**config.mk**
```make
export PLATFORM = sky130hd
export DESIGN_NAME = ccsds123_out_byte_serializer
export DESIGN_NICKNAME = d
export VERILOG_FILES = /design/src/rtl/ccsds123_out_byte_serializer.sv
export SDC_FILE = /design/constraint.sdc
export NUM_CORES = 1
export LEC_CHECK = 0
export CAP_MARGIN = 15
export CORE_MARGIN = 2
export CORE_UTILIZATION = 47
export CTS_CLUSTER_SIZE = 16
export DETAILED_ROUTE_END_ITERATION = 10
export PLACE_DENSITY = 0.87
export REMOVE_ABC_BUFFERS = 1
export SKIP_CTS_REPAIR_TIMING = 1
export SLEW_MARGIN = 20
export SYNTH_ARGS = -nofsm -noshare
export SYNTH_HDL_FRONTEND = slang
export SYNTH_SLANG_ARGS = --single-unit
```
**constraint.sdc**
```tcl
create_clock -name clk -period 3.7 [get_ports clk]
set_input_delay 0.74 -clock clk [delete_from_list [all_inputs] [get_ports clk]]
set_output_delay 0.74 -clock clk [all_outputs]
set_load 0.02 [all_outputs]
```
**src/rtl/ccsds123_out_byte_serializer.sv**
```systemverilog
// Serializes BUS_WIDTH-wide AXI4-Stream words into byte beats, byte 0 first.
// Optional statistics counters are built when CCSDS123_BYTE_SER_STATS_EN is defined.
module ccsds123_out_byte_serializer #(
    parameter int BUS_WIDTH = 64,
    parameter int CNT_W     = 32
) (
    input  logic                 clk,
    input  logic                 aresetn,
    input  logic [BUS_WIDTH-1:0] s_axis_tdata,
    input  logic                 s_axis_tvalid,
    output logic                 s_axis_tready,
    input  logic                 s_axis_tlast,
    output logic [7:0]           m_axis_tdata,
    output logic                 m_axis_tvalid,
    input  logic                 m_axis_tready,
    output logic                 m_axis_tlast,
    output logic [CNT_W-1:0]     stat_words,
    output logic [CNT_W-1:0]     stat_bytes,
    output logic [CNT_W-1:0]     stat_stalls
);

    localparam int NB = BUS_WIDTH / 8;
    localparam int IW = (NB > 1) ? $clog2(NB) : 1;
    localparam logic [IW-1:0] LAST_IDX = IW'(NB - 1);

    typedef enum logic {
        EMPTY,
        EMIT
    } state_t;

    state_t               state_q;
    state_t               state_d;
    logic [BUS_WIDTH-1:0] hold_data;
    logic                 hold_last;
    logic                 hold_valid;
    logic                 rdy_en;
    logic [IW-1:0]        idx_q;
    logic [IW-1:0]        idx_d;
    logic                 at_last;
    logic                 last_beat;
    logic                 accept;
    logic                 load;

    assign hold_valid = (state_q == EMIT);
    assign at_last    = (idx_q == LAST_IDX);
    assign last_beat  = hold_valid & m_axis_tready & at_last;

    // rdy_en keeps tready low while in reset and rises on the first edge after
    assign s_axis_tready = rdy_en & (!hold_valid | last_beat);
    assign accept        = s_axis_tvalid & s_axis_tready;

    assign m_axis_tdata  = 8'(hold_data >> {idx_q, 3'b000});
    assign m_axis_tvalid = hold_valid;
    assign m_axis_tlast  = hold_valid & hold_last & at_last;

    always_comb begin
        state_d = state_q;
        idx_d   = idx_q;
        load    = 1'b0;
        unique case (state_q)
            EMPTY: begin
                if (accept) begin
                    state_d = EMIT;
                    idx_d   = '0;
                    load    = 1'b1;
                end
            end
            EMIT: begin
                if (m_axis_tready) begin
                    if (!at_last) begin
                        idx_d = idx_q + 1'b1;
                    end else if (accept) begin
                        idx_d = '0;
                        load  = 1'b1;
                    end else begin
                        state_d = EMPTY;
                        idx_d   = '0;
                    end
                end
            end
            default: begin
                state_d = EMPTY;
            end
        endcase
    end

    always_ff @(posedge clk or negedge aresetn) begin
        if (!aresetn) begin
            state_q   <= EMPTY;
            idx_q     <= '0;
            hold_data <= '0;
            hold_last <= 1'b0;
            rdy_en    <= 1'b0;
        end else begin
            state_q <= state_d;
            idx_q   <= idx_d;
            rdy_en  <= 1'b1;
            if (load) begin
                hold_data <= s_axis_tdata;
                hold_last <= s_axis_tlast;
            end
        end
    end

`ifdef CCSDS123_BYTE_SER_STATS_EN
    localparam logic [CNT_W-1:0] CMAX = '1;

    logic byte_hs;
    logic stall;

    assign byte_hs = hold_valid & m_axis_tready;
    assign stall   = hold_valid & !m_axis_tready;

    // all counters saturate instead of wrapping
    always_ff @(posedge clk or negedge aresetn) begin
        if (!aresetn) begin
            stat_words  <= '0;
            stat_bytes  <= '0;
            stat_stalls <= '0;
        end else begin
            if (accept && stat_words != CMAX) begin
                stat_words <= stat_words + 1'b1;
            end
            if (byte_hs && stat_bytes != CMAX) begin
                stat_bytes <= stat_bytes + 1'b1;
            end
            if (stall && stat_stalls != CMAX) begin
                stat_stalls <= stat_stalls + 1'b1;
            end
        end
    end
`else
    assign stat_words  = '0;
    assign stat_bytes  = '0;
    assign stat_stalls = '0;
`endif

endmodule
```
==> results.sh <==
export IMPL_status="complete, no violations"
export IMPL_syn_to_final_growth_pct=16.4
export IMPL_crit_path_top_delay_cell="dfrtp_1"
export IMPL_num_rows=34
export IMPL_yosysWarnings=0
export IMPL_die_area_um2=9560
export IMPL_synth_top_area_cell="dfrtp_1"
export IMPL_cts_sinks=70
export IMPL_dp_slack_ns=0.707
export IMPL_fin_crit_sh_pct=90.7
export IMPL_yosys_area_top_type_share_pct=42.4
export IMPL_first_pass_iters=4
export IMPL_p_leak_nw=2.25
export IMPL_fin_setup_tns_ns=0
export IMPL_num_vias=2136
export IMPL_htreeDepth=3
export IMPL_routabilityCongestion=0.689
export IMPL_ys_ff_latch=70
export IMPL_dp_hpwl_um=5060
export IMPL_startpoint="idx_q[0]"
export IMPL_critPathArrivalTime_ns=2.62
export IMPL_finalNetCount=436
export IMPL_cp_start_kind="flip-flop"
export IMPL_grtUsageTotal_pct=15.4
export IMPL_synthCells=283
export IMPL_placed_cells=462
export IMPL_pwr_share_clk_pct=14.2
export IMPL_diodes=0
export IMPL_drc=0
export IMPL_path_max_fanout=13
export IMPL_cp_endpoint="m_axis_tdata[6]"
export IMPL_timing_rr_end="hold_data[44]"
export IMPL_synth_cell_type_count=20
export IMPL_pwr_share_seq_pct=38.5
export IMPL_tritoncts="built"
export IMPL_crit_required_ns=2.96
export IMPL_path_cells="buf_12, mux4_1, mux2_4, clkdlybuf4s50_1"
export IMPL_clockRootBuffer="clkbuf_8"
export IMPL_die_h_um=97.8
export IMPL_dpl_cell_area_um2=4660
export IMPL_tightest_slew_ns=0.819
export IMPL_timing_final_hold_violations=0
export IMPL_drt_initial_drc_count=53
export IMPL_synth_seq_area_share_pct=42.4
export IMPL_clock_path_buffers=2
export IMPL_finalNonFillerCells=477
export IMPL_powerDensity_nw_per_um2=744
export IMPL_ys_top_cells_by_area="dfrtp_1 (42%), mux2_4 (21%), buf_4 (17%)"
export IMPL_grt_pass1_vias=2161
export IMPL_fillers=706
export IMPL_crit_type="flip-flop to output port"
export IMPL_power_net_switching_w=0.00112
export IMPL_clk_pin_slew_ns=0.07
export IMPL_slowest_delay_ns=0.65
export IMPL_ant_nets=0
export IMPL_drive_above_1_share_pct=28.2
export IMPL_routed_via_density=4.48
export IMPL_reg2reg_setup_slack_ns=1.25
export IMPL_avgRoutedWirePerCell_um=14.7
export IMPL_grt_setup_unrepaired="false"
export IMPL_grt_overflow=0
export IMPL_initial_core_util_pct=47.9
export IMPL_io_pins=176
export IMPL_drv_slew=0
export IMPL_post_route_min_period_ns=3.36
export IMPL_combPwrFrac_pct=47.3
export IMPL_port_buffers=79
export IMPL_finalClockSkew_ns=0.0101
export IMPL_irDropWorstVdd_v=0.000366
export IMPL_coreArea_um2=8640
export IMPL_clock_latency_ns=0.33
export IMPL_cts_buffers=9
export IMPL_wirelength_um=7030
export IMPL_antenna_found_initial=0
export IMPL_grt_max_degree=66
export IMPL_max_freq_ghz=0.298
export IMPL_finalSetupViolCount=0
export IMPL_stdcell_area_um2=4810
export IMPL_endpoint_kind="output port"
export IMPL_synth_area_per_cell_um2=14.6
export IMPL_r2r_start="idx_q[0]"
export IMPL_relSlewSlack_pct=45.4
export IMPL_min_delay_path_class="input pin to asynchronous set/reset pin"
export IMPL_maxCapViolCount=0
export IMPL_die_w_um=97.8
export IMPL_fin_ws_ns=0.345
export IMPL_p_sw_share_pct=31.2
export IMPL_synth_area_um2=4130
export IMPL_intPower_w=0.00246
export IMPL_rr_worst_depth=7
export IMPL_grt_pass1_wl_um=11300
-- critical path, delay by kind of cell (launching register included) --
family                 cells  cell delay [ns]
buffers and inverters      2             0.79
flip-flops                 1             0.65
multiplexers               2             0.84
-- cell usage after synthesis (all sizes together) --
cell,count
mux2,73
dfrtp,70
ha,2
a32o,3
a21boi,1
o21a,1
mux4,16
clkbuf,2
nand2b,1
nor2b,1
and3,1
conb,2
nand2,2
nor2,2
buf,106
-- cell families after synthesis --
kind of cell	count (synthesis)	synth area share [%]
buffers and inverters	108	20.2
multiplexers	89	34.6
flip-flops	70	42.4
AND/OR/NAND/NOR	7	0.818
AO/OA/AOI/OAI	5	1.18
adder cells (fa/ha/maj)	2	0.605
other	2	0.182
-- worst min-delay path by stage --
stage,start,slack (ns),end,cells after the start
6_report,aresetn,0.35,hold_data[45],1
5_1_grt,aresetn,0.36,hold_data[45],1
4_1_cts,aresetn,0.35,hold_data[45],1
3_5_place_dp,hold_data[7],0.49,hold_data[7],1
3_3_place_gp,hold_data[42],0.48,hold_data[42],1
2_1_floorplan,aresetn,0.44,hold_data[0],0
-- sequential cells by signal (all words and copies together) (netlist names) --
name	count
hold_data	64
hold_last	1
idx_q	3
m_axis_tvalid	1
rdy_en	1
-- final cells by class --
class                      count  area (µm²)  share of cell area (%)
tap                          108         135                    2.81
timing repair buffer          84         861                    17.9
clock inverter                 6        30.0                   0.624
clock buffer                   9         124                    2.57
sequential                    70        1750                    36.4
multi-input combinational    200        1910                    39.7
-- metrics by stage --
stage	util, %	hold WS [ns]	power (W)
final	55.7	0.350	0.00358
after global routing	55.7	0.365	0.00381
after CTS	55.7	0.347	0.00362
after detailed placement	53.9	0.488	0.00310
after global placement	53.7	0.482	0.00303
after floorplan	-	0.444	0.00256
-- cell usage in the layout (no fill, tap or decap) --
cell | synthesis | layout
mux2_2 | 15 | 15
clkinv_2 | 0 | 6
buf_2 | 2 | 1
mux4_1 | 8 | 8
conb_1 | 2 | 97
mux2_4 | 58 | 58
a32o_1 | 3 | 3
nand2_1 | 2 | 2
nor2_4 | 0 | 1
clkbuf_8 | 0 | 9
nor2b_1 | 1 | 1
buf_12 | 1 | 3
dfrtp_1 | 70 | 70
nand2b_1 | 1 | 1
buf_4 | 96 | 2
ha_1 | 2 | 2
mux4_2 | 8 | 8
and3_1 | 1 | 1
nor2_1 | 2 | 1
o21a_1 | 1 | 1
a21boi_2 | 1 | 1
clkdlybuf4s50_1 | 0 | 78
-- routing by layer --
| metal | track usage (%) | share of wire [%] | up-vias |
|---|---|---|---|
| met4 | 3.53 | 0.97 | 0 |
| met3 | 5.15 | 6.2 | 9 |
| met1 | 19.5 | 41 | 1060 |
| li1 | - | - | 957 |
| met5 | 0 | 0 | - |
| met2 | 25.9 | 52 | 110 |
-- power by group through the flow --
| stage | sequential [W] | clock, W | combinational, W |
|---|---|---|---|
| 2_1_floorplan | 0.00133 | 0 | 0.00123 |
| 3_3_place_gp | 0.00137 | 0 | 0.00166 |
| 5_1_grt | 0.00143 | 0.000568 | 0.00181 |
| 6_report | 0.00138 | 0.000507 | 0.00169 |
| 3_5_place_dp | 0.00139 | 0 | 0.00170 |
| 4_1_cts | 0.00139 | 0.000524 | 0.00171 |
Note: power is estimated with default switching activity, not from simulation.
